===== config.mk =====
export PLATFORM = sky130hd
export DESIGN_NAME = spi_txn_arbiter
export DESIGN_NICKNAME = d
export VERILOG_FILES = /design/src/rtl/spi_txn_arbiter.sv
export SDC_FILE = /design/constraint.sdc
export NUM_CORES = 1
export LEC_CHECK = 0
export CAP_MARGIN = 20
export CORE_UTILIZATION = 54
export DETAILED_ROUTE_END_ITERATION = 8
export PLACE_DENSITY = 0.84
export SYNTH_ARGS = -nofsm -noshare
export SYNTH_HDL_FRONTEND = slang
export SYNTH_SLANG_ARGS = --single-unit
export TNS_END_PERCENT = 10

===== constraint.sdc =====
create_clock -name clk_26 -period 2.9 [get_ports clk_26]
set_input_delay 0.58 -clock clk_26 [delete_from_list [all_inputs] [get_ports clk_26]]
set_output_delay 0.58 -clock clk_26 [all_outputs]
set_load 0.02 [all_outputs]

===== src/rtl/spi_txn_arbiter.sv =====
// Two-port SPI master arbiter: grants one requester per multi-byte transaction
// with SS held low, shifting bytes in SPI mode 0, MSB first.
module spi_txn_arbiter #(
  parameter int CLK_DIV = 2
) (
  input  logic       clk_26,
  input  logic       RESET_n,
  input  logic       req_0,
  input  logic       req_1,
  output logic       gnt_0,
  output logic       gnt_1,
  input  logic [7:0] tx_data_0,
  input  logic [7:0] tx_data_1,
  input  logic       tx_last_0,
  input  logic       tx_last_1,
  input  logic       tx_valid_0,
  input  logic       tx_valid_1,
  output logic       tx_ready_0,
  output logic       tx_ready_1,
  output logic [7:0] rx_data,
  output logic       rx_valid_0,
  output logic       rx_valid_1,
  output logic       SS,
  output logic       SCLK,
  output logic       MOSI,
  input  logic       MISO,
  output logic       busy
);

  typedef enum logic [1:0] {IDLE, HOLD, SHIFT, RELEASE} state_t;

  localparam logic [7:0] DIV_MAX = 8'(CLK_DIV - 1);
  localparam logic [8:0] REL_MAX = 9'(2 * CLK_DIV - 1);

  state_t     state, state_next;
  logic       owner, owner_next;
  logic       last_gnt, last_gnt_next;
  logic       tx_last_q, tx_last_next;
  logic [7:0] div_cnt, div_cnt_next;
  logic [2:0] bit_cnt, bit_cnt_next;
  logic [8:0] rel_cnt, rel_cnt_next;
  logic       gnt_0_next, gnt_1_next, ss_next, sclk_next, mosi_next;
  logic       rx_valid_0_next, rx_valid_1_next;
  logic [7:0] rx_data_next;
  logic [7:0] tx_shift, tx_shift_next, rx_shift, rx_shift_next;

  logic       req_g, valid_g, last_g, accept, pick;
  logic [7:0] data_g;

  assign req_g      = owner ? req_1 : req_0;
  assign valid_g    = owner ? tx_valid_1 : tx_valid_0;
  assign last_g     = owner ? tx_last_1 : tx_last_0;
  assign data_g     = owner ? tx_data_1 : tx_data_0;
  assign tx_ready_0 = (state == HOLD) && !owner;
  assign tx_ready_1 = (state == HOLD) && owner;
  assign accept     = (state == HOLD) && valid_g;
  assign busy       = (state != IDLE);
  // On a tie the port that did not own the previous transaction wins.
  assign pick       = (req_0 && req_1) ? !last_gnt : !req_0;

  always_comb begin
    state_next      = state;
    owner_next      = owner;
    last_gnt_next   = last_gnt;
    tx_last_next    = tx_last_q;
    div_cnt_next    = div_cnt;
    bit_cnt_next    = bit_cnt;
    rel_cnt_next    = rel_cnt;
    gnt_0_next      = gnt_0;
    gnt_1_next      = gnt_1;
    ss_next         = SS;
    sclk_next       = SCLK;
    mosi_next       = MOSI;
    rx_valid_0_next = 1'b0;
    rx_valid_1_next = 1'b0;
    rx_data_next    = rx_data;
    tx_shift_next   = tx_shift;
    rx_shift_next   = rx_shift;
    case (state)
      IDLE: begin
        if (req_0 || req_1) begin
          owner_next = pick;
          gnt_0_next = !pick;
          gnt_1_next = pick;
          ss_next    = 1'b0;
          state_next = HOLD;
        end
      end
      HOLD: begin
        if (accept) begin
          tx_shift_next = {data_g[6:0], 1'b0};
          mosi_next     = data_g[7];
          tx_last_next  = last_g;
          div_cnt_next  = 8'd0;
          bit_cnt_next  = 3'd0;
          sclk_next     = 1'b0;
          state_next    = SHIFT;
        end else if (!req_g) begin
          gnt_0_next   = 1'b0;
          gnt_1_next   = 1'b0;
          ss_next      = 1'b1;
          rel_cnt_next = 9'd0;
          state_next   = RELEASE;
        end
      end
      SHIFT: begin
        if (div_cnt == DIV_MAX) begin
          div_cnt_next = 8'd0;
          if (!SCLK) begin
            sclk_next     = 1'b1;
            rx_shift_next = {rx_shift[6:0], MISO};
          end else begin
            sclk_next = 1'b0;
            if (bit_cnt == 3'd7) begin
              rx_data_next    = rx_shift;
              rx_valid_0_next = !owner;
              rx_valid_1_next = owner;
              if (tx_last_q || !req_g) begin
                gnt_0_next   = 1'b0;
                gnt_1_next   = 1'b0;
                ss_next      = 1'b1;
                rel_cnt_next = 9'd0;
                state_next   = RELEASE;
              end else begin
                state_next = HOLD;
              end
            end else begin
              bit_cnt_next  = bit_cnt + 3'd1;
              mosi_next     = tx_shift[7];
              tx_shift_next = {tx_shift[6:0], 1'b0};
            end
          end
        end else begin
          div_cnt_next = div_cnt + 8'd1;
        end
      end
      RELEASE: begin
        if (rel_cnt == REL_MAX) begin
          last_gnt_next = owner;
          state_next    = IDLE;
        end else begin
          rel_cnt_next = rel_cnt + 9'd1;
        end
      end
      default: state_next = IDLE;
    endcase
  end

  always_ff @(posedge clk_26 or negedge RESET_n) begin
    if (!RESET_n) begin
      state      <= IDLE;
      owner      <= 1'b0;
      last_gnt   <= 1'b1;
      tx_last_q  <= 1'b0;
      div_cnt    <= 8'd0;
      bit_cnt    <= 3'd0;
      rel_cnt    <= 9'd0;
      gnt_0      <= 1'b0;
      gnt_1      <= 1'b0;
      SS         <= 1'b1;
      SCLK       <= 1'b0;
      MOSI       <= 1'b0;
      rx_valid_0 <= 1'b0;
      rx_valid_1 <= 1'b0;
      rx_data    <= 8'h00;
    end else begin
      state      <= state_next;
      owner      <= owner_next;
      last_gnt   <= last_gnt_next;
      tx_last_q  <= tx_last_next;
      div_cnt    <= div_cnt_next;
      bit_cnt    <= bit_cnt_next;
      rel_cnt    <= rel_cnt_next;
      gnt_0      <= gnt_0_next;
      gnt_1      <= gnt_1_next;
      SS         <= ss_next;
      SCLK       <= sclk_next;
      MOSI       <= mosi_next;
      rx_valid_0 <= rx_valid_0_next;
      rx_valid_1 <= rx_valid_1_next;
      rx_data    <= rx_data_next;
    end
  end

  // Shift registers carry pure data and are always overwritten before use.
  always_ff @(posedge clk_26) begin
    tx_shift <= tx_shift_next;
    rx_shift <= rx_shift_next;
  end

endmodule


### Yosys cells after proc, flatten, opt, wreduce, memory -nomap -nowiden

Index checks and enable logic that the tools add are counted.
W data, S select, Z words.

* add/subtract/negate cells: 3
* equal/unequal tests: 18
* mux-type cells: 70
* bitwise logic cells: 1
* reduce and logical (&&, ||, !) cells: 27

Operators by type and width (number)
* $mux W9: 7
* $mux W8: 7
* $mux W1: 34
* $pmux W8 S2: 2
* $pmux W9 S3: 1
* $ne A2 B2 Y1 const B: 11
* $mux W2: 8
* $reduce_and A8 Y1: 2
* $mux W3: 4
* $add A9 B1 Y9 const B: 1
* $eq A9 B2 Y1 const B: 1
* $pmux W1 S3: 3
* $add A8 B1 Y8 const B: 1
* $eq A8 B1 Y1 const B: 1
* $pmux W2 S4: 1
* $reduce_and A2 Y1: 4
* $pmux W3 S2: 1
* $reduce_and A3 Y1: 2
* $reduce_and A6 Y1: 1
* $reduce_bool A3 Y1: 2
* $logic_not A1 Y1: 5
* $reduce_and A5 Y1: 1
* $eq A2 B2 Y1 const B: 2
* $logic_and A1 B1 Y1: 4
* 10 further kinds: 13

* register bits after elaboration: 56
* input port bits: 25
* output and inout port bits: 18
* logic and storage cells: 136

### Logic depth before layout (Yosys ltp)

Gate-level depths: netlist (run 1).

* word-level depth: 8
* mapped depth: 8
* mapped depth without buffers: 6

### Worst setup path after synthesis (run 1)

OpenSTA, ideal clock, no wires.

* path type: reg2reg
* from: reg state[0]
* to: reg rel_cnt[0]
* library setup time: 0.125 ns
* arrival: 2.121 ns
* data required time: 2.775 ns
* path slack: 0.654 ns
* cell stages (with the launch flop): 9
* buffers on the path: 2
* period minus slack after synthesis: 2.246 ns
* path through: dfrtp_1 -> inv_1 -> ha_1 -> buf_2 -> inv_1 -> o22ai_1 -> or4_1 -> buf_4 -> mux2_4

* cells in the longest elaborated chain, start to end: 4
* elaborated cells between the ends (all ways): 14
* those cells by class: eq/ne: 10; mux: 1; reduce/logical: 3

RTL lines
* start: declaration: RTL line 35 `state_t state, state_next;`
* start signal: assignment: RTL line 167 `state <= state_next;`
* $eq A2 B1 Y1: RTL line 56, 79
* $logic_and A1 B1 Y1: RTL line 56 `assign accept = (state == HOLD) && valid_g;`
* $ne A2 B2 Y1 (no line)
* $reduce_and A8 Y1 (no line)
* end signal: assignment: RTL line 173 `rel_cnt <= rel_cnt_next;`
* end: declaration: RTL line 41 `logic [8:0] rel_cnt, rel_cnt_next;`

Several ways; a longest one is shown, not always the timed one.
A chain may end at the register's enable or synchronous reset.

### Final worst setup path (run 1)

* from: reg owner
* to: out tx_ready_1

* cells in the longest elaborated chain, start to end: 1

RTL lines
* start: declaration: RTL line 36 `logic owner, owner_next;`
* start signal: assignment: RTL line 168 `owner <= owner_next;`
* $logic_and A1 B1 Y1: RTL line 55 `assign tx_ready_1 = (state == HOLD) && owner;`
* end: declaration: RTL line 19 `output logic tx_ready_1,`

Every way passes these cells.

==> results.md, run 1 <==
Setup path:
- The kind of capture point of the worst setup path is an output port.
- The end of the worst register-to-register path is bit_cnt[1]$_DFFE_PN0P_.
- The critical setup path kind is reg2out.
- The largest single stage delay on the critical path is 0.72 ns.
- The startpoint of the most critical register-to-register path is owner$_DFFE_PN0P_.
- The critical path buffer and inverter count is 2.
- The dominant delay contributor by cell family on the critical path is buffers and inverters.
- The launching element type of the critical path is a flip-flop.
- The worst register-to-register path has a setup slack of 0.57 ns.
- The largest individual stage delay along the critical path comes from the cell sky130_fd_sc_hd__dfrtp_1.
- Along the worst path, the maximum fanout reaches 13.
- Counting cells, the worst reg-to-reg path comes to 5.
- Traced cell by cell, the critical path runs through buf_4 -> and2_1 -> clkdlybuf4s50_1.
- The worst path required time is between 2 and 2.5 ns.
- The arrival time at the worst endpoint is ~2.1 ns.

Die:
- The effective utilization at floorplan is 0.569.
- After floorplanning, the core was divided into 26 placement rows.
- The die outline width is ~76 um.
- The area of the core is between 5000 and 6000 um^2.
- The total die area is between 5000 and 6000 um^2.
- The height of the die is 75.8 um.
- The count of boundary I/O pins is 43.

Power and ir drop:
- The total power density per cell area is between 800 and 900 nW/um^2.
- The internal power summed over all cells is between 1.5 and 2 mW.
- Of the total power, combinational logic draws 0.459.
- Of the total power, registers draw 0.389.
- Of the total power, the clock network draws 0.152.
- For this design the static power due to leakage is 1.48 nW.
- Of the total power, the share spent switching nets is 0.399.
- In this run the power spent charging and discharging nets is between 1 and 1.5 mW.
- Across the VDD grid, the largest voltage drop is between 0.6 and 0.7 mV.

Synth:
- The post-synth design cell area is between 2000 and 3000 um^2.
- Yosys instantiated no cell more often than sky130_fd_sc_hd__dfrtp_1.
- After synthesis, the netlist uses 54 different library cells.
- The number of warning messages in the yosys log is 0.
- The share of synthesized area in the top cell type comes to 0.323.
- In this run the mean area of a mapped cell was around 11 um^2.
- The number of register bits inferred by synthesis is 55.
- After synthesis, the cell types taking the most area are sky130_fd_sc_hd__dfrtp_1 (32%), sky130_fd_sc_hd__edfxtp_1 (15%), sky130_fd_sc_hd__mux2_2 (4.6%).
- The fraction of registers with async set/reset is 0.727.
- The number of synthesized flops with an enable pin is 15.
- Synthesis produced a netlist whose cell count is 271.
- The number of nets in the synthesized netlist is a little over 300.
- The post-synthesis sequential area ratio is 0.494.
- Among all flip-flop cells after synthesis, the most frequent one is sky130_fd_sc_hd__dfrtp_1.
- The synthesized design spends more area on one cell type than any other, namely sky130_fd_sc_hd__dfrtp_1.
- The commonest cells after synthesis are sky130_fd_sc_hd__dfrtp_1 (38), sky130_fd_sc_hd__nand2_1 (20), sky130_fd_sc_hd__edfxtp_1 (15), sky130_fd_sc_hd__nor2_1 (15), sky130_fd_sc_hd__o21ai_0 (13).

Clock tree:
- The number of hold buffers added after CTS was 0.
- The post-CTS setup repair buffer count is 0.
- The number of instances resized during post-cts repair is 0.
- TritonCTS built the clock tree.
- The clock-pin slew on the worst setup and hold paths is 0.10 ns.
- The total number of H-tree levels is 2.
- The total clock buffers created by CTS is 5.
- The clock reaches the later pin of the worst-skew pair after between 0.3 and 0.4 ns.
- Counting along the longest clock path gives a buffer depth of 2.
- The clock root buffer is sky130_fd_sc_hd__clkbuf_8.
- The number of sinks on the clock net is between 50 and 60.

Routing:
- For this block, the routed nets add up to 6.34 mm of wire.
- In this run the remaining antenna-violating nets after routing total 0.
- After detailed routing, the number of remaining DRC violations is 0.
- The final route contains 2297 vias.
- The detailed-route wire length per cell is roughly 16 um.
- The initial DRC count is between 100 and 150.
- The detailed-route vias per instance is just under 6.
- The first detailed-routing pass took 4 iterations.

Place:
- At the end of routability-driven placement, the weighted congestion stood at ~0.9.
- The area after detailed placement is approximately 3400 um^2.
- After legalization and detailed placement, the total HPWL measured between 4 and 5 mm.
- The count of buffers added on input and output ports is 42.

Layout:
- After routing the design area is about 3500 um^2.
- Of the cells placed in the final design, the portion with a size suffix greater than 1 is 0.126.
- The relative area change from synthesis to final layout is 20.6%.
- The filler cell count in the final layout is 387.
- 0 antenna diodes ended up in the layout.
- The final net count is 350.

Timing:
- The summed negative setup slack over all endpoints is 0 ns.
- The final clock skew is 0.0114 ns.
- The worst pin sits at a relative slew slack of 0.398.
- Derived from the worst setup path, the maximum achievable clock frequency is between 300 and 400 MHz.
- The number of hold violations in the final report is 0.
- The final clock period utilization by the worst path is 0.914.
- For the pin with the worst max-slew slack, the measured transition is between 0.9 and 1 ns.
- The final number of max-transition violations was 0.
- Setup repair after global routing left no endpoint under its margin.
- Subtracting the final worst setup slack from the clock period gives ~2.7 ns.
- Setup violations remaining at the end of the flow were counted as 0.

Flow run:
- The tool flagged a number of max-cap violations equal to 0.

Global route:
- The pin count of the biggest net entering global routing is 41.
- Global routing finished with a remaining overflow of 0.
- The number of antenna violations at the first check in global routing is 0.
- The number of global-route vias before repair was around 2100.
- The wire length of the first global-routing pass is roughly 9.9 mm.
- Across every metal layer, demand over resource in global routing totals 0.232.

Status:
- The run finished with clean final reports.

Min path:
- The path class of the tightest hold or removal check is in2async.
placed cells by master (no fill, tap or decap), types with 3 or more instances in the layout:
cell,instances
sky130_fd_sc_hd__inv_1,11
sky130_fd_sc_hd__nand3b_1,7
sky130_fd_sc_hd__dfrtp_1,38
sky130_fd_sc_hd__o41ai_1,10
sky130_fd_sc_hd__a22o_1,4
sky130_fd_sc_hd__buf_4,9
sky130_fd_sc_hd__mux2i_1,11
sky130_fd_sc_hd__a21oi_1,11
sky130_fd_sc_hd__edfxtp_1,15
sky130_fd_sc_hd__mux2_2,12
sky130_fd_sc_hd__nor4b_1,4
sky130_fd_sc_hd__and3_1,5
sky130_fd_sc_hd__clkdlybuf4s50_1,41
sky130_fd_sc_hd__ha_1,9
sky130_fd_sc_hd__o21ai_0,13
sky130_fd_sc_hd__clkbuf_8,6
sky130_fd_sc_hd__or4_1,3
sky130_fd_sc_hd__o221ai_1,5
sky130_fd_sc_hd__and2_1,3
sky130_fd_sc_hd__nor3_1,5
sky130_fd_sc_hd__nand2_1,20
sky130_fd_sc_hd__nor2_1,15
sky130_fd_sc_hd__nand2b_1,4
sky130_fd_sc_hd__nor2b_1,5
sky130_fd_sc_hd__nand3_1,8
sky130_fd_sc_hd__o22ai_1,3
worst reg2reg max path: cells and delay by family (launching register included):
family,cells,cell delay (ns)
DFF,1,0.72
AOI/OAI and AO/OA,2,0.71
muxes,1,0.38
buffers and inverters,1,0.30
and+or+nand+nor,1,0.10
layer usage:
metal / up-vias / track usage / wire length (um)
met2: 60 / 0.381 / 3140
met1: 1114 / 0.307 / 2860
met4: 0 / 0.0844 / 57
met3: 6 / 0.0437 / 276
li1: 1117 / - / -
met5: - / 0 / 0
flip-flops by register name, indices dropped and copies added, names as in the netlist, 2 cells and up:
name      flops
state         2
rx_shift      8
div_cnt       8
rel_cnt       9
rx_data       8
bit_cnt       3
tx_shift      7
power groups by stage:
stage,Sequential [mW],Clock [mW],Combinational [mW]
floorplan,1.13,0,0.879
global placement,1.14,0,1.28
detailed placement,1.14,0,1.32
CTS,1.13,0.447,1.33
global route,1.15,0.477,1.46
finish,1.13,0.444,1.34
how the worst max path moves through the flow:
stage	start	end	slack, ns	cells past startpoint
3_3_place_gp	req_1	rel_cnt[4]$_DFFE_PN0P_	0.08	6
2_1_floorplan	state[0]$_DFFE_PN0P_	rel_cnt[0]$_DFFE_PN0P_	0.65	8
5_1_grt	owner$_DFFE_PN0P_	tx_ready_1	0.17	3
6_report	owner$_DFFE_PN0P_	tx_ready_1	0.25	3
3_5_place_dp	req_1	rel_cnt[4]$_DFFE_PN0P_	0.03	6
4_1_cts	owner$_DFFE_PN0P_	tx_ready_1	0.25	3
final cells by class:
| class | instances | area, um^2 | area share |
|---|---|---|---|
| Inverter | 11 | 41.3 | 0.0116 |
| Clock buffer | 6 | 82.6 | 0.0233 |
| Multi-Input combinational cell | 191 | 1380 | 0.390 |
| Timing Repair Buffer | 52 | 488 | 0.138 |
| Clock inverter | 2 | 11.3 | 0.00317 |
| Tap cell | 70 | 87.6 | 0.0247 |
| Sequential cell | 55 | 1450 | 0.410 |
kinds of logic after synthesis:
kind of cell	Yosys count	share of synthesized area
buffers and inverters	25	0.0357
AO/OA/AOI/OAI	67	0.165
multiplexers	24	0.0885
AND/OR/NAND/NOR	91	0.179
flip-flops	55	0.494
adder cells (fa/ha/maj)	9	0.0383
per-stage QoR:
step | utilization | hold WS [ns] | instances | power [mW] | setup WS, ns
final | 0.686 | 0.374 | 387 | 2.92 | 0.248
after global routing | 0.686 | 0.474 | 387 | 3.09 | 0.167
after CTS | 0.685 | 0.419 | 386 | 2.91 | 0.250
after global placement | 0.667 | 0.437 | 378 | 2.42 | 0.0826
after detailed placement | 0.667 | 0.440 | 378 | 2.47 | 0.0277
after floorplan | - | 0.284 | 271 | 2.01 | 0.654
No activity file was read; power rests on OpenSTA's default activity.
==> run 2: changes to the inputs <==
--- a/config.mk
+++ b/config.mk
@@ -7,8 +7,9 @@
 export LEC_CHECK = 0
 export CAP_MARGIN = 20
 export CORE_UTILIZATION = 54
+export CTS_BUF_LIST = sky130_fd_sc_hd__clkbuf_16
 export DETAILED_ROUTE_END_ITERATION = 8
-export PLACE_DENSITY = 0.84
+export PLACE_DENSITY = 0.88
 export SYNTH_ARGS = -nofsm -noshare
 export SYNTH_HDL_FRONTEND = slang
 export SYNTH_SLANG_ARGS = --single-unit
==> run 2 against run 1 <==
Compared with the run above: via count is 0.83% higher; final area rose by 2.0%; largest cell class unchanged; highest routed layer unchanged; hold slack better by 0.054 ns.
==> results.md, run 2 (synthesis gave the netlist of run 1 again) <==
Timing:
- The number of hold violations in the final report is 0 (unchanged).
- Setup repair after global routing left no endpoint under its margin.
- The final clock period utilization by the worst path is 0.903 (-0.0115).
- The final clock skew is 0.00528 ns (-0.00609 ns).
- The worst-case headroom to the max-slew limit is 0.393 (-0.00466).
- The final setup violation count is 0 (unchanged).
- The transition time at the pin with the least slew margin is 0.911 ns (+0.00699 ns).
- The minimum clock period after layout is 2.62 ns (-0.0334 ns).
- The summed negative setup slack over all endpoints is 0 ns (unchanged).
- The highest clock rate is 382 MHz (+1.3%).
- The final number of max-transition violations was 0 (unchanged).

Clock tree:
- The clock latency of the later-clocked register in the worst-skew pair is 0.29 ns (-0.03 ns).
- The largest buffer count on any clock path is 2 (unchanged).
- The total number of H-tree levels is 2 (unchanged).
- The number of sinks on the clock net is 55 (unchanged).
- TritonCTS built the clock tree.
- The post-CTS setup repair buffer count is 0 (unchanged).
- The number of buffers added to fix hold violations after cts is 0 (unchanged).
- The number of instances resized during post-cts repair is 0 (unchanged).
- The clock root buffer is sky130_fd_sc_hd__clkbuf_16.
- The clock-pin slew on the worst setup and hold paths is 0.07 ns (-0.03 ns).
- The total clock buffers created by CTS came to 5 (unchanged).

Die:
- The height of the die is 75.8 um (unchanged).
- The die outline width is 75.8 um (unchanged).
- The area of the core is 5170 um^2 (unchanged).
- The row count came to 26 (unchanged).
- The total die area is 5750 um^2 (unchanged).
- The count of boundary I/O pins is 43 (unchanged).
- The effective utilization at floorplan is 0.569 (unchanged).

Layout:
- The count of inserted antenna diode cells is 0 (unchanged).
- The core occupancy in the finished layout is 0.700 (+0.0140).
- The final net count is 350 (unchanged).
- The filler cell count in the final layout came to 343 (-11%).
- Leaving out fill and tap cells, the most frequent cells in the layout are sky130_fd_sc_hd__clkdlybuf4s50_1 (41), sky130_fd_sc_hd__dfrtp_1 (38), sky130_fd_sc_hd__nand2_1 (20).
- The number of flip-flops in the largest register came to 9 (unchanged).
- The fraction of layout instances using a drive strength above 1 is 0.126 (unchanged).
- The most common cell after layout, fill and taps aside is sky130_fd_sc_hd__clkdlybuf4s50_1.
- The register containing the most flip-flops in the final layout is rel_cnt.
- The relative area change from synthesis to final layout is 23.1%.

Global route:
- The number of global-route vias before repair came to 2221 (+4.6%).
- The pin count of the biggest net entering global routing is 41 (unchanged).
- The number of antenna violations at the first check in global routing is 0 (unchanged).
- The residual overflow from global routing is 0 (unchanged).
- The global-route usage over all layers is 0.237 (+0.00486).
- The wire length of the first global-routing pass is 10.1 mm (+2.0%).

Setup path:
- The worst path required time is 2.32 ns (about the same).
- The maximum net fanout on the critical path was 8 (-5).
- The startpoint of the most critical register-to-register path is state[1]$_DFFE_PN0P_.
- The most critical setup path has its startpoint at state[1]$_DFFE_PN0P_.
- The critical setup path kind is reg2out.
- In this design, the critical path's most frequently occurring cell is sky130_fd_sc_hd__inv_1.
- The cell at the slowest stage of the critical path is sky130_fd_sc_hd__clkdlybuf4s50_1.
- The critical path goes through inv_1 -> ha_1 -> inv_1 -> nor2_1 -> clkdlybuf4s50_1.
- The arrival time at the worst endpoint is 2.04 ns (-0.03 ns).
- The maximum cell stage delay along the critical path is 0.61 ns (-0.11 ns).
- The launching element type of the critical path is a flip-flop.
- The kind of capture point of the worst setup path is an output port.
- The number of cells on the worst reg-to-reg path was 5 (unchanged).

Min path:
- The class of the worst hold path is in2async.

Power and ir drop:
- The peak supply drop is 0.900 mV (+37%).
- The total power density per cell area is 873 nW/um^2 (+6.3%).
- The total leakage power is 1.52 nW (+2.5%).

Routing:
- The final routed DRC violation total was 0 (unchanged).
- The initial DRC count was 145 (unchanged).
- The detailed-route vias per instance is 5.98 (+0.83%).
- The vias after detailed routing is 2316 (+0.83%).
- The total routed wirelength was 6.45 mm (+1.8%).
- The detailed-route wire length per cell is 16.7 um (+1.8%).
- The first-pass iteration count of the detailed router is 4 (unchanged).
- The remaining antenna violation count after routing is 0 (unchanged).

Place:
- The count of input and output buffers is 42 (unchanged).
- The final weighted congestion in routability-driven placement is 0.801 (-9.5%).
- The estimated wirelength of the detail-placed design is 4.40 mm (-0.25%).

Flow run:
- The number of maximum-capacitance constraint violations came to 0 (unchanged).

Status:
- The run finished with clean final reports.
run 2: changes by cell type in the layout (fill, tap and decap cells not counted):
cell | previous run | this run
sky130_fd_sc_hd__bufinv_16 | 0 | 1
sky130_fd_sc_hd__clkbuf_16 | 0 | 5
sky130_fd_sc_hd__buf_2 | 2 | 1
sky130_fd_sc_hd__clkinv_2 | 0 | 1
sky130_fd_sc_hd__clkinvlp_4 | 1 | 0
sky130_fd_sc_hd__clkbuf_8 | 6 | 0
sky130_fd_sc_hd__buf_4 | 9 | 10
run 2: where the power goes:
group | switching (mW) | internal, mW | total (mW)
Clock | 0.263 | 0.403 | 0.666
Combinational | 0.800 | 0.568 | 1.37
Sequential | 0.131 | 0.997 | 1.13
run 2: per-stage QoR:
step / setup slack [ns] / std cells / cell area, um^2 / power (mW) / hold slack, ns
4_1_cts: 0.308 / 387 / 3620 / 3.17 / 0.454
6_report: 0.282 / 387 / 3620 / 3.16 / 0.428
5_1_grt: 0.170 / 387 / 3620 / 3.35 / 0.476
3_3_place_gp: 0.441 / 379 / 3460 / 2.43 / 0.429
3_5_place_dp: 0.340 / 379 / 3460 / 2.48 / 0.438
2_1_floorplan: 0.654 / 271 / 2940 / 2.01 / 0.284
run 2: path summary, 6_finish.rpt:
check / endpoint / slack, ns
hold reg to reg: rx_shift[7]$_DFFE_PP_ / 0.45
setup / recovery: tx_ready_0 / 0.28
min in group clk_26: rx_shift[7]$_DFFE_PP_ / 0.45
setup reg to reg: rel_cnt[2]$_DFFE_PN0P_ / 0.56
hold / removal: bit_cnt[0]$_DFFE_PN0P_ / 0.43
max in group asynchronous: rel_cnt[1]$_DFFE_PN0P_ / 1.91
run 2: cell type report:
class / instances / area [um^2] / area share
clock buffers: 5 / 125 / 0.0346
clock inverters: 3 / 38.8 / 0.0107
inverters: 11 / 41.3 / 0.0114
multi-input cells: 191 / 1380 / 0.382
flip-flops and latches: 55 / 1450 / 0.402
well taps: 70 / 87.6 / 0.0242
repair buffers: 52 / 490 / 0.135
run 2: routing by layer:
metal  GRT usage  part of all wire
met1       0.317              0.44
met2       0.386              0.51
met3      0.0437             0.039
met4      0.0844             0.011
met5           0                 0
run 2: worst max-delay path, delay by kind of cell (launching register included):
family,cells,cell delay (ns)
buffers and inverters,3,0.86
AND/OR/NAND/NOR,1,0.11
flip-flops,1,0.46
adder cells (fa/ha/maj),1,0.32
